### src/rtl/muldiv_sequencer.sv
// muldiv_sequencer: multi-cycle signed multiply/divide engine with pipeline stall sequencing
module muldiv_sequencer #(
  parameter int WIDTH = 16
) (
  input  logic               clk,
  input  logic               rst,
  input  logic               halt_sys,
  input  logic               abort,
  input  logic               start,
  input  logic               op,
  input  logic [WIDTH-1:0]   a,
  input  logic [WIDTH-1:0]   b,
  output logic               busy,
  output logic               stall_req,
  output logic               done,
  output logic [2*WIDTH-1:0] result,
  output logic               div0,
  output logic               overflow
);
  localparam int CW = $clog2(WIDTH);
  typedef enum logic [1:0] {IDLE, CALC, FIX, DONE} state_t;
  state_t state, nxt;
  logic op_r, sign_a, sign_b, neg, ovf_fix;
  logic [CW-1:0] cnt;
  logic [WIDTH:0] abs_a, abs_b, mp, sh;
  logic [WIDTH+1:0] diff;
  logic [2*WIDTH-1:0] mc, acc, prod, res_fix;
  logic [WIDTH-1:0] quo, rem;
  assign abs_a = a[WIDTH-1] ? -{a[WIDTH-1], a} : {a[WIDTH-1], a};
  assign abs_b = b[WIDTH-1] ? -{b[WIDTH-1], b} : {b[WIDTH-1], b};
  assign sh = {acc[WIDTH-1:0], mc[WIDTH-1]};
  assign diff = {1'b0, sh} - {1'b0, mp};
  assign neg = sign_a ^ sign_b;
  assign prod = neg ? -acc : acc;
  assign quo = neg ? -mc[WIDTH-1:0] : mc[WIDTH-1:0];
  assign rem = sign_a ? -acc[WIDTH-1:0] : acc[WIDTH-1:0];
  assign res_fix = op_r ? {rem, quo} : prod;
  assign ovf_fix = op_r ? (~neg & mc[WIDTH-1]) : (prod[2*WIDTH-1:WIDTH] != {WIDTH{prod[WIDTH-1]}});
  assign stall_req = (state == IDLE && start) || state == CALC || state == FIX;
  always_comb begin
    nxt = state;
    if (abort) nxt = IDLE;
    else case (state)
      IDLE:    if (start) nxt = (op && b == '0) ? DONE : CALC;
      CALC:    if (cnt == '0) nxt = FIX;
      FIX:     nxt = DONE;
      default: nxt = IDLE;
    endcase
  end
  always_ff @(posedge clk or posedge rst) begin
    if (rst) begin
      state    <= IDLE;
      busy     <= 1'b0;
      done     <= 1'b0;
      result   <= '0;
      div0     <= 1'b0;
      overflow <= 1'b0;
      op_r     <= 1'b0;
      sign_a   <= 1'b0;
      sign_b   <= 1'b0;
      cnt      <= '0;
      mc       <= '0;
      mp       <= '0;
      acc      <= '0;
    end else if (!halt_sys) begin
      state <= nxt;
      busy  <= nxt == CALC || nxt == FIX;
      done  <= state == DONE && !abort;
      if (!abort) begin
        if (state == IDLE && start) begin
          op_r     <= op;
          sign_a   <= a[WIDTH-1];
          sign_b   <= b[WIDTH-1];
          mc       <= {{(WIDTH-1){1'b0}}, abs_a};
          mp       <= abs_b;
          acc      <= '0;
          cnt      <= CW'(WIDTH-1);
          div0     <= op && b == '0;
          overflow <= 1'b0;
          if (op && b == '0) result <= {a, {WIDTH{1'b1}}};
        end else if (state == CALC) begin
          cnt <= cnt - 1'b1;
          mc  <= {mc[2*WIDTH-2:0], op_r ? ~diff[WIDTH+1] : 1'b0};
          mp  <= op_r ? mp : mp >> 1;
          acc <= op_r ? {{(WIDTH-1){1'b0}}, diff[WIDTH+1] ? sh : diff[WIDTH:0]}
                      : acc + (mp[0] ? mc : '0);
        end else if (state == FIX) begin
          result   <= res_fix;
          overflow <= ovf_fix;
        end
      end
    end
  end
endmodule

### config.mk
export PLATFORM = sky130hd
export DESIGN_NAME = muldiv_sequencer
export DESIGN_NICKNAME = d
export VERILOG_FILES = /design/src/rtl/muldiv_sequencer.sv
export SDC_FILE = /design/constraint.sdc
export NUM_CORES = 1
export LEC_CHECK = 0
export BUFFER_PORTS_ARGS = -buffer_cell sky130_fd_sc_hd__buf_2
export CAP_MARGIN = 20
export CORE_MARGIN = 4
export CORE_UTILIZATION = 56
export DETAILED_ROUTE_END_ITERATION = 10
export PLACE_DENSITY = 0.87
export SYNTH_ARGS = -nofsm -noshare
export SYNTH_HDL_FRONTEND = slang
export SYNTH_SLANG_ARGS = --single-unit
### constraint.sdc
create_clock -name clk -period 3.95 [get_ports clk]
set_input_delay 0.395 -clock clk [delete_from_list [all_inputs] [get_ports clk]]
set_output_delay 0.395 -clock clk [all_outputs]
set_load 0.005 [all_outputs]
# --- Word level (Yosys, flattened, before mapping) ---
# Cells that the tools add are included.
classes:
  eq_ne: 9
  n_bitwise: 6
  mux: 32
  add_sub_neg: 8
  n_reduce_logical: 17
op_table:
  columns: ["operator", "count"]
  rows:
  - ["$mux 32", 12]
  - ["$mux 17", 6]
  - ["$neg 17->17", 2]
  - ["$add 32x32->32", 1]
  - ["$mux 16", 2]
  - ["$neg 16->16", 2]
  - ["$neg 32->32", 1]
  - ["$sub 17x17->18", 1]
  - ["$logic_not 16->1", 1]
  - ["$ne 16x16->1", 1]
  - ["$mux 2", 4]
  - ["$mux 4", 2]
  - ["$reduce_and 4->1", 2]
  - ["$eq 2x2->1 const B", 3]
  - ["$pmux 2 s3", 1]
  - ["$reduce_and 3->1", 2]
  - ["$mux 1", 5]
  - ["$reduce_and 5->1", 1]
  - ["$eq 2x1->1 const B", 2]
  - ["$logic_not 4->1", 1]
  - ["$ne 2x1->1 const B", 2]
  - ["$not 1->1", 4]
  - ["$reduce_bool 2->1", 2]
  - ["$sub 4x1->4 const B", 1]
  - ["7 further kinds", 11]
word_totals:
  input_bits: 38
  word_cells: 85
  register_bits: 126
  out_inout_bits: 37

# --- Depth between registers and ports, before layout ---
# Gate-level depths: netlist (run 1).
logic_depth:
  ltp_word: 8
  mapped_depth: 14
  mapped_depth_nobuf: 13

# --- Least setup slack after synthesis (run 1) ---
# Ideal clock, no wire load.
synth_timing:
  path_kind: "register -> register"
  start: "register mp[0]"
  end: "register acc[30]"
  synth_period_minus_slack_ps: 3212
  stages_incl_launch_ff: 15
  setup_time_ps: 69
  arrival_ps: 3142
  n_path_buf: 1
  required_ps: 3881
  path_slack_ps: 738
  cell_sequence: "dfrtp_1 > clkbuf_1 > and2_1 > ha_1 > inv_1 > fa_1 > nor2b_1 > o31a_1 > o21ai_1 > a31oi_1 > a221oi_1 > o31ai_1 > a21oi_1 > or4_1 > nand3_1"
synth_between:
  elab_chain_len: 5
synth_rtl:
  columns: ["element", "line", "source"]
  rows:
  - ["start: declaration", "25", "logic [WIDTH:0] abs_a, abs_b, mp, sh;"]
  - ["start signal: assignment", "75", "mp <= abs_b;"]
  - ["start signal: assignment", "84", "mp <= op_r ? mp : mp >> 1;"]
  - ["$mux 32", "86", ": acc + (mp[0] ? mc : '0);"]
  - ["$add 32x32->32", "86", null]
  - ["$mux 32", "85", "acc <= op_r ? {{(WIDTH-1){1'b0}}, diff[WIDTH+1] ? sh : diff[WIDTH:0]}"]
  - ["$mux 32", "81", "end else if (state == CALC) begin"]
  - ["$mux 32", "70", "if (state == IDLE && start) begin"]
  - ["end signal: assignment", "85", null]
  - ["end: declaration", "27", "logic [2*WIDTH-1:0] mc, acc, prod, res_fix;"]
# Every way passes these cells. The select of a mux whose other input is x is not followed.
# A chain may end at the register's enable or synchronous reset.

# --- Worst setup path in the final report (run 1) ---
# Ends and elaborated chain as after synthesis.

==> impl_metrics.ini, run 1 <==
[sta]
maxSlewHeadroom_pct = 32.9
setup_tns_ns = 0
timing_hold_violations_final = 0
fmax_mhz = 267
slew_violations = 0
rsz0062_at_grt = false
whs_ns = 0.160
finClkSkew_ns = 0.00952
tightest_slew_ns = 1.00
period_share_pct = 94.9
setup_viol = 0
setup_ws_ns = 0.202
finalCriticalPeriod_ns = 3.75

[setup_path]
critPathLaunchType = register
rrSetupSlack_ns = 0.20
critPathKind = register to register
r2r_cells = 13
critPathArrivalTime_ns = 4.12
path_max_fanout = 21
rr_startpoint = mp[0]
worstPathRequired_ns = 4.32
worstSetupEndpointType = register
r2r_end = acc[30]
cp-startpoint = mp[0]

[die]
rows = 48
io_pins = 75
fp.dieW_um = 143
start_util_pct = 57.9
die-area_mm2 = 0.0204
die_h_um = 143
core_area_mm2 = 0.0175

[yosys]
syn_area_mm2 = 0.0102
synthDistinctLibCells = 70
yosysWarnings = 0
synth_edf_count = 0
seq_area_frac_synth_pct = 31.0
postSynthCellCount = 1245
ys.flop_type = dfrtp_1
ys_seq_elements = 126
synth-async-reset-ratio_pct = 100
avgSynthCellArea_um2 = 8.16
syn_nets = 1339

[route]
drc_errors = 0
ant_nets = 0
drt_iter0_drc = 837
wire_per_inst_um = 18.9
first_pass_iters = 7
totalWireLength_mm = 28.8
vias = 9731
vias_per_cell = 6.39

[global_route]
grtUsageTotal_pct = 28.7
use_met2_pct = 45.5
grt_pass1_vias = 9414
grtUsageMet3_pct = 6.13
grt_max_degree = 73
grt_antenna_before_repair = 1
grt_pass1_wl_mm = 46.9
top_usage_layer = met2
grt_util_met1_pct = 36.7
grt_overflow = 0

[placement]
dp.final_hpwl_mm = 21.2
dp_cells = 1492
placed_area_mm2 = 0.0107
pre_cts_ws_ns = 0.301
gp_congestion = 0.989
portBuffers = 74

[job]
max-cap-violations = 0

[run_status]
status = finished clean

[final_layout]
final_util_pct = 64.5
n_fill_cell = 1408
drive_gt1_share_pct = 12.9
final_cell_area_mm2 = 0.0113
fin_cells = 1524
area_growth_syn_to_layout_pct = 11.3
num-nets-final = 1380
n_antenna_cell = 0

[clock_tree]
cts_sinks = 126
path_clk_slew_ns = 0.06
ctsHoldBuffers = 0
htreeDepth = 4
cts_root_buffer = clkbuf_16
post_cts_buffers = 0
numCtsBuffers = 17
clockBufferDepth = 2
clk_latency_ns = 0.44
cts.repair.resized = 0
cts_tree = built

[min_path]
holdCritPathClass = primary input to asynchronous set/reset pin

[pwr]
p_per_area_mw_per_mm2 = 828
ir_drop_uv = 553
p_leak_nw = 5.16
p_total_mw = 9.36
## power by group
group	internal [mW]	switching, mW
clock	0.930	0.635
sequential	1.55	0.482
combinational	2.45	3.31
total	4.94	4.43
## layer usage
layer  up-vias  share of wire, %  wire, um
li1       4539                 -         -
met1      4640                42     12100
met2       434                46     13200
met3       116               7.4      2130
met4         2               4.7      1370
met5         -             0.028         8
## final cells by class
class	count	area (um2)	share of cell area, %
clock buffer	19	433	3.83
clock inverter	13	141	1.25
inverter	42	160	1.42
multi-input combinational	999	6560	58.0
sequential	126	3150	27.9
tap	225	282	2.49
timing repair buffer	100	578	5.11
## flip-flops by register name, summed over array words and instances (netlist names), 2 cells and up
name	flops
acc	32
cnt	4
state	2
mc	32
mp	17
result	32
## worst max path at each step
stage               endpoint  slack (ns)  cells past startpoint
finish               acc[30]        0.20                     13
global route         acc[31]        0.02                     11
CTS                  acc[31]        0.28                     12
detailed placement   acc[31]        0.30                     11
global placement     acc[31]        0.39                     12
floorplan             acc[0]        0.20                      1
## layout by cell type, fill, tap and decap left out, types with 16 or more instances in the layout
master and n:
mux2i_1 22, o31ai_1 23, nand3_1 20, clkbuf_16 17
a21o_1 18, and2_1 33, xnor2_1 49, o21ai_0 105
buf_2 74, inv_1 41, ha_1 54, dfrtp_1 125
a211oi_1 16, nand2_1 139, nor2_1 107, xor2_1 68
a21oi_1 98, a31oi_1 23, buf_4 25, nor3_1 22
## worst max-delay path, cell delays in order, from the launching register on
cell and delay (ns):
dfrtp_1 0.68, and2_1 0.21, ha_1 0.19, inv_1 0.07
fa_1 0.40, nor2b_1 0.18, o31a_1 0.18, o21ai_1 0.12
a31oi_1 0.30, a221oi_1 0.19, o31ai_1 0.39, a21oi_1 0.19
or4_1 0.51, nand3_1 0.08
## synthesized netlist by cell type, types with 10 or more instances
cell type | instances | area (um2)
a211oi_1 | 16 | 120
a21o_1 | 18 | 135
a21oi_1 | 99 | 495
a22o_1 | 11 | 96.3
a31oi_1 | 23 | 144
and2_1 | 33 | 206
clkbuf_1 | 59 | 221
dfrtp_1 | 126 | 3150
ha_1 | 54 | 676
inv_1 | 42 | 158
mux2i_1 | 22 | 220
nand2_1 | 140 | 526
nand2b_1 | 11 | 68.8
nand3_1 | 20 | 100
nor2_1 | 107 | 402
nor2b_1 | 14 | 87.6
nor3_1 | 22 | 110
nor4_1 | 14 | 87.6
o21ai_0 | 105 | 526
o22a_1 | 10 | 87.6
o31ai_1 | 23 | 173
o41ai_1 | 10 | 87.6
xnor2_1 | 49 | 429
xor2_1 | 69 | 604
## cells by family (layout without fill, tap and decap cells)
logic type | count (synthesis) | count (layout) | synth area share (%)
adders and majority gates | 56 | 56 | 7.05
xor gates and xnor gates | 122 | 122 | 10.8
AOI/OAI and AO/OA | 375 | 375 | 23.4
muxes | 29 | 29 | 3.06
DFF | 126 | 126 | 31.0
and+or+nand+nor | 417 | 417 | 20.0
buffers and inverters | 120 | 174 | 4.66
Power figures use the tool's default switching activity.
==> inputs of run 2 (changes only) <==
BUFFER_PORTS_ARGS = not set   (was -buffer_cell sky130_fd_sc_hd__buf_2)
CORE_UTILIZATION = 30   (was 56)
DONT_BUFFER_PORTS = 1   (was not set)
PLACE_DENSITY = 0.54   (was 0.87)
==> impl_metrics.ini, run 2 (synthesis results as in run 1) <==
[setup_path]
r2r_cells = 12
critPathArrivalTime_ns = 3.90
max_stage_delay_ns = 0.60
worstSetupEndpointType = register
rr_startpoint = mp[0]
worst-path-stages = 12
cp-startpoint = mp[0]
worstPathRequired_ns = 4.25
crit_end = acc[31]
rrSetupSlack_ns = 0.35
critPathKind = register to register
critPathLaunchType = register
critPathSlowestCell = a2111oi_0
path_cells = buf_4 -> and2_1 -> ha_1 -> a21o_1 -> a21o_1 -> a21oi_1 -> o21ai_0 -> a2111oi_0 -> o311ai_0 -> xor2_1 -> a21oi_1 -> o22ai_1
cp_top_family = compound AO/OA/AOI/OAI gates
path_buf_inv = 1
r2r_end = acc[31]
path_max_fanout = 27

[pwr]
p_comb_share_pct = 60.9
p_per_area_mw_per_mm2 = 831
intPower_mw = 5.03
p_sw_mw = 4.38
p_clk_share_pct = 18.1
power_frac_seq_pct = 21.0
swShare_pct = 46.5
ir_drop_uv = 415
p_leak_nw = 4.89

[final_layout]
layout_common_cells = 139 x nand2_1, 125 x dfrtp_1, 107 x nor2_1
n_antenna_cell = 0
final_common_cell = nand2_1
reg.largest.list = acc (32), mc (32), result (32)
area_growth_syn_to_layout_pct = 11.5
final_cell_area_mm2 = 0.0113
area.sequential_mm2 = 0.00315
n_fill_cell = 3458
multi_input_area_mm2 = 0.00656
drive_gt1_share_pct = 8.27
num-nets-final = 1314

[clock_tree]
post_cts_buffers = 0
cts_sinks = 126
cts_root_buffer = clkbuf_16
ctsHoldBuffers = 0
numCtsBuffers = 17
cts_tree = built
htreeDepth = 4
clockBufferDepth = 2
path_clk_slew_ns = 0.06
cts.repair.resized = 0
clk_latency_ns = 0.43

[sta]
timing_hold_violations_final = 25
setup_viol = 0
rsz0062_at_grt = false
finClkSkew_ns = 0.0114
tightest_slew_ns = 1.01
setup_ws_ns = 0.353
setup_tns_ns = 0
maxSlewHeadroom_pct = 32.6
whs_ns = -0.0336
finalCriticalPeriod_ns = 3.60
slew_violations = 0
period_share_pct = 91.1
fmax_mhz = 278

[placement]
dp.final_hpwl_mm = 22.4
pre_cts_ws_ns = 0.439
placed_area_mm2 = 0.0107
portBuffers = 0
gp_congestion = 0.863

[global_route]
grt_max_degree = 82
grt_pass1_wl_mm = 47.4
grt_pass1_vias = 8449
grtUsageTotal_pct = 16.1
grt_antenna_before_repair = 0
grt_overflow = 0

[route]
totalWireLength_mm = 29.8
ant_nets = 0
first_pass_iters = 5
drc_errors = 0
wire_per_inst_um = 17.7
drt_iter0_drc = 563
vias_per_cell = 5.29
vias = 8888

[die]
die-area_mm2 = 0.0369
start_util_pct = 30.4
io_pins = 75
core_area_mm2 = 0.0334
rows = 67
fp.dieW_um = 192
die_h_um = 192

[job]
max-cap-violations = 0

[run_status]
violations = hold timing
status = finished, violations left

[min_path]
holdCritPathClass = primary input to asynchronous set/reset pin
run 2: changes by cell type in the layout (fill, tap and decap cells not counted), sizes merged:
cell / before / now
inv: 44 / 43
bufinv: 2 / 4
clkinvlp: 3 / 2
buf: 100 / 34
run 2: layer usage:
metal / track usage [%] / part of all wire, %
met5: 0 / 0
met1: 22.1 / 47
met2: 26.2 / 46
met4: 4.66 / 2.1
met3: 2.53 / 4.8
run 2: per-stage QoR:
step / util, % / cells / total power [mW]
floorplan: - / 1245 / 6.34
global placement: 32.0 / 1649 / 7.64
detailed placement: 32.0 / 1649 / 7.68
CTS: 33.8 / 1681 / 9.41
global route: 33.8 / 1681 / 10.1
finish: 33.8 / 1681 / 9.41
run 2: final cells by class:
class,count,area share [%]
clock buffers,19,3.82
clock inverters,13,1.67
inverters,42,1.44
multi-input cells,999,57.9
flip-flops and latches,126,27.9
well taps,448,4.95
repair buffers,34,2.36
run 2: worst register-to-register path, delay by kind of cell (launching register included):
family                     cells  cell delay, ns
adders and majority gates      1            0.38
xor gates and xnor gates       1            0.20
DFF                            1            0.45
and+or+nand+nor                1            0.18
buffers and inverters          1            0.25
AOI/OAI and AO/OA              8            2.04
run 2: how the worst min path moves through the flow:
stage                      from  endpoint  slack (ns)  cells past startpoint
after floorplan           mp[4]     mp[4]        0.45                      2
after global placement      rst  state[0]        0.46                      1
after detailed placement    rst  state[0]        0.46                      1
after CTS                   rst  state[0]       0.003                      1
after global routing        rst  state[0]        0.03                      1
final                       rst      done       -0.03                      1
run 2: power by group through the flow:
stage | clock network, mW | logic (mW) | registers [mW]
5_1_grt | 1.79 | 6.32 | 2.03
3_3_place_gp | 0 | 5.65 | 1.99
3_5_place_dp | 0 | 5.69 | 2.00
6_report | 1.70 | 5.73 | 1.98
2_1_floorplan | 0 | 4.54 | 1.80
4_1_cts | 1.73 | 5.71 | 1.97
==> inputs of run 3 (changes only) <==
RECOVER_POWER = 50   (was not set)
==> impl_metrics.ini, run 3 (synthesis results as in run 1) <==
[sta]
tightest_slew_ns = 1.37
timing_hold_violations_final = 26
setup_ws_ns = 0.364
rsz0062_at_grt = false
slew_violations = 0
finClkSkew_ns = 0.0117
period_share_pct = 90.8
finalCriticalPeriod_ns = 3.59
setup_viol = 0
maxSlewHeadroom_pct = 8.69
whs_ns = -0.0327
setup_tns_ns = 0
fmax_mhz = 279

[clock_tree]
post_cts_buffers = 0
cts_tree = built
ctsHoldBuffers = 0
htreeDepth = 4
clockBufferDepth = 2
path_clk_slew_ns = 0.06
cts_root_buffer = clkbuf_16
clk_latency_ns = 0.43
numCtsBuffers = 17
cts.repair.resized = 0
cts_sinks = 126

[placement]
pre_cts_ws_ns = 0.439
portBuffers = 0
dp.final_hpwl_mm = 22.4
gp_congestion = 0.863

[pwr]
intPower_mw = 5.03
ir_drop_uv = 415
power_frac_seq_pct = 21.0
swShare_pct = 46.5
p_comb_share_pct = 60.9
p_sw_mw = 4.38
p_clk_share_pct = 18.1
p_per_area_mw_per_mm2 = 831
p_leak_nw = 4.88

[route]
drc_errors = 0
vias_per_cell = 5.31
drt_iter0_drc = 538
totalWireLength_mm = 29.7
ant_nets = 0
wire_per_inst_um = 17.7
first_pass_iters = 5
vias = 8921

[die]
die_h_um = 192
io_pins = 75
start_util_pct = 30.4
rows = 67
core_area_mm2 = 0.0334
fp.dieW_um = 192
die-area_mm2 = 0.0369

[setup_path]
critPathLaunchType = register
critPathArrivalTime_ns = 3.89
path_buf_inv = 1
max_stage_delay_ns = 0.59
critPathSlowestCell = a2111oi_0
path_max_fanout = 27
worstSetupEndpointType = register
cp_top_family = compound AO/OA/AOI/OAI gates
worstPathRequired_ns = 4.25
path_cells = buf_4 -> and2_1 -> ha_1 -> a21o_1 -> a21o_1 -> a21oi_1 -> o21ai_0 -> a2111oi_0 -> o311ai_0 -> xor2_1 -> a21oi_1 -> o22ai_1
critPathKind = register to register

[run_status]
status = finished, violations left
violations = hold timing

[final_layout]
reg.largest.list = acc (32), mc (32), result (32)
layout_common_cells = 139 x nand2_1, 125 x dfrtp_1, 107 x nor2_1
area_growth_syn_to_layout_pct = 11.4
n_fill_cell = 3457
drive_gt1_share_pct = 8.11
final_common_cell = nand2_1
n_antenna_cell = 0
num-nets-final = 1314

[global_route]
use_met2_pct = 26.2
grt_util_met1_pct = 22.1
grt_max_degree = 82
grt_overflow = 0
grt_antenna_before_repair = 0
grt_pass1_vias = 8449
grtUsageMet3_pct = 2.53
top_usage_layer = met2
grt_pass1_wl_mm = 47.4
grtUsageTotal_pct = 16.1

[job]
max-cap-violations = 0

[min_path]
holdCritPathClass = primary input to asynchronous set/reset pin
-- run 3: area by class of cell --
class | instances | area (um2) | share of cell area [%]
well taps | 448 | 561 | 4.95
repair buffers | 34 | 260 | 2.30
flip-flops and latches | 126 | 3150 | 27.9
clock inverters | 13 | 189 | 1.67
clock buffers | 19 | 433 | 3.83
multi-input cells | 999 | 6560 | 57.9
inverters | 42 | 163 | 1.44
-- run 3: worst paths after layout --
| path | from | end | slack [ns] | depth (start not counted) |
|---|---|---|---|---|
| max in group asynchronous | rst | acc[20] | 2.25 | 2 |
| worst min register to register | mp[4] | mp[4] | 0.48 | 2 |
| worst max-delay path | mp[0] | acc[31] | 0.36 | 12 |
| worst min-delay path | rst | done | -0.03 | 1 |
| worst max register to register | mp[0] | acc[31] | 0.36 | 12 |
| min in group clk | halt_sys | state[0] | 0.08 | 2 |
-- run 3: power groups by stage --
stage / Combinational [mW] / Clock, mW / Sequential, mW
2_1_floorplan: 4.54 / 0 / 1.80
3_3_place_gp: 5.65 / 0 / 1.99
3_5_place_dp: 5.69 / 0 / 2.00
4_1_cts: 5.71 / 1.73 / 1.97
5_1_grt: 6.32 / 1.79 / 2.03
6_report: 5.73 / 1.70 / 1.98
-- run 3: metal layers --
layer	wire length, um	part of all wire, %
met1	14100	47
met5	0	0
met3	1450	4.9
met4	654	2.2
met2	13500	45
-- run 3: per-stage QoR --
step	cells	cell area [um2]	total power, mW	hold slack, ns	utilization, %
2_1_floorplan	1245	10200	6.34	0.450	-
3_3_place_gp	1649	10700	7.64	0.459	32.0
3_5_place_dp	1649	10700	7.68	0.459	32.0
4_1_cts	1681	11300	9.41	0.00318	33.8
5_1_grt	1681	11300	10.1	0.0329	33.8
6_report	1681	11300	9.41	-0.0327	33.8
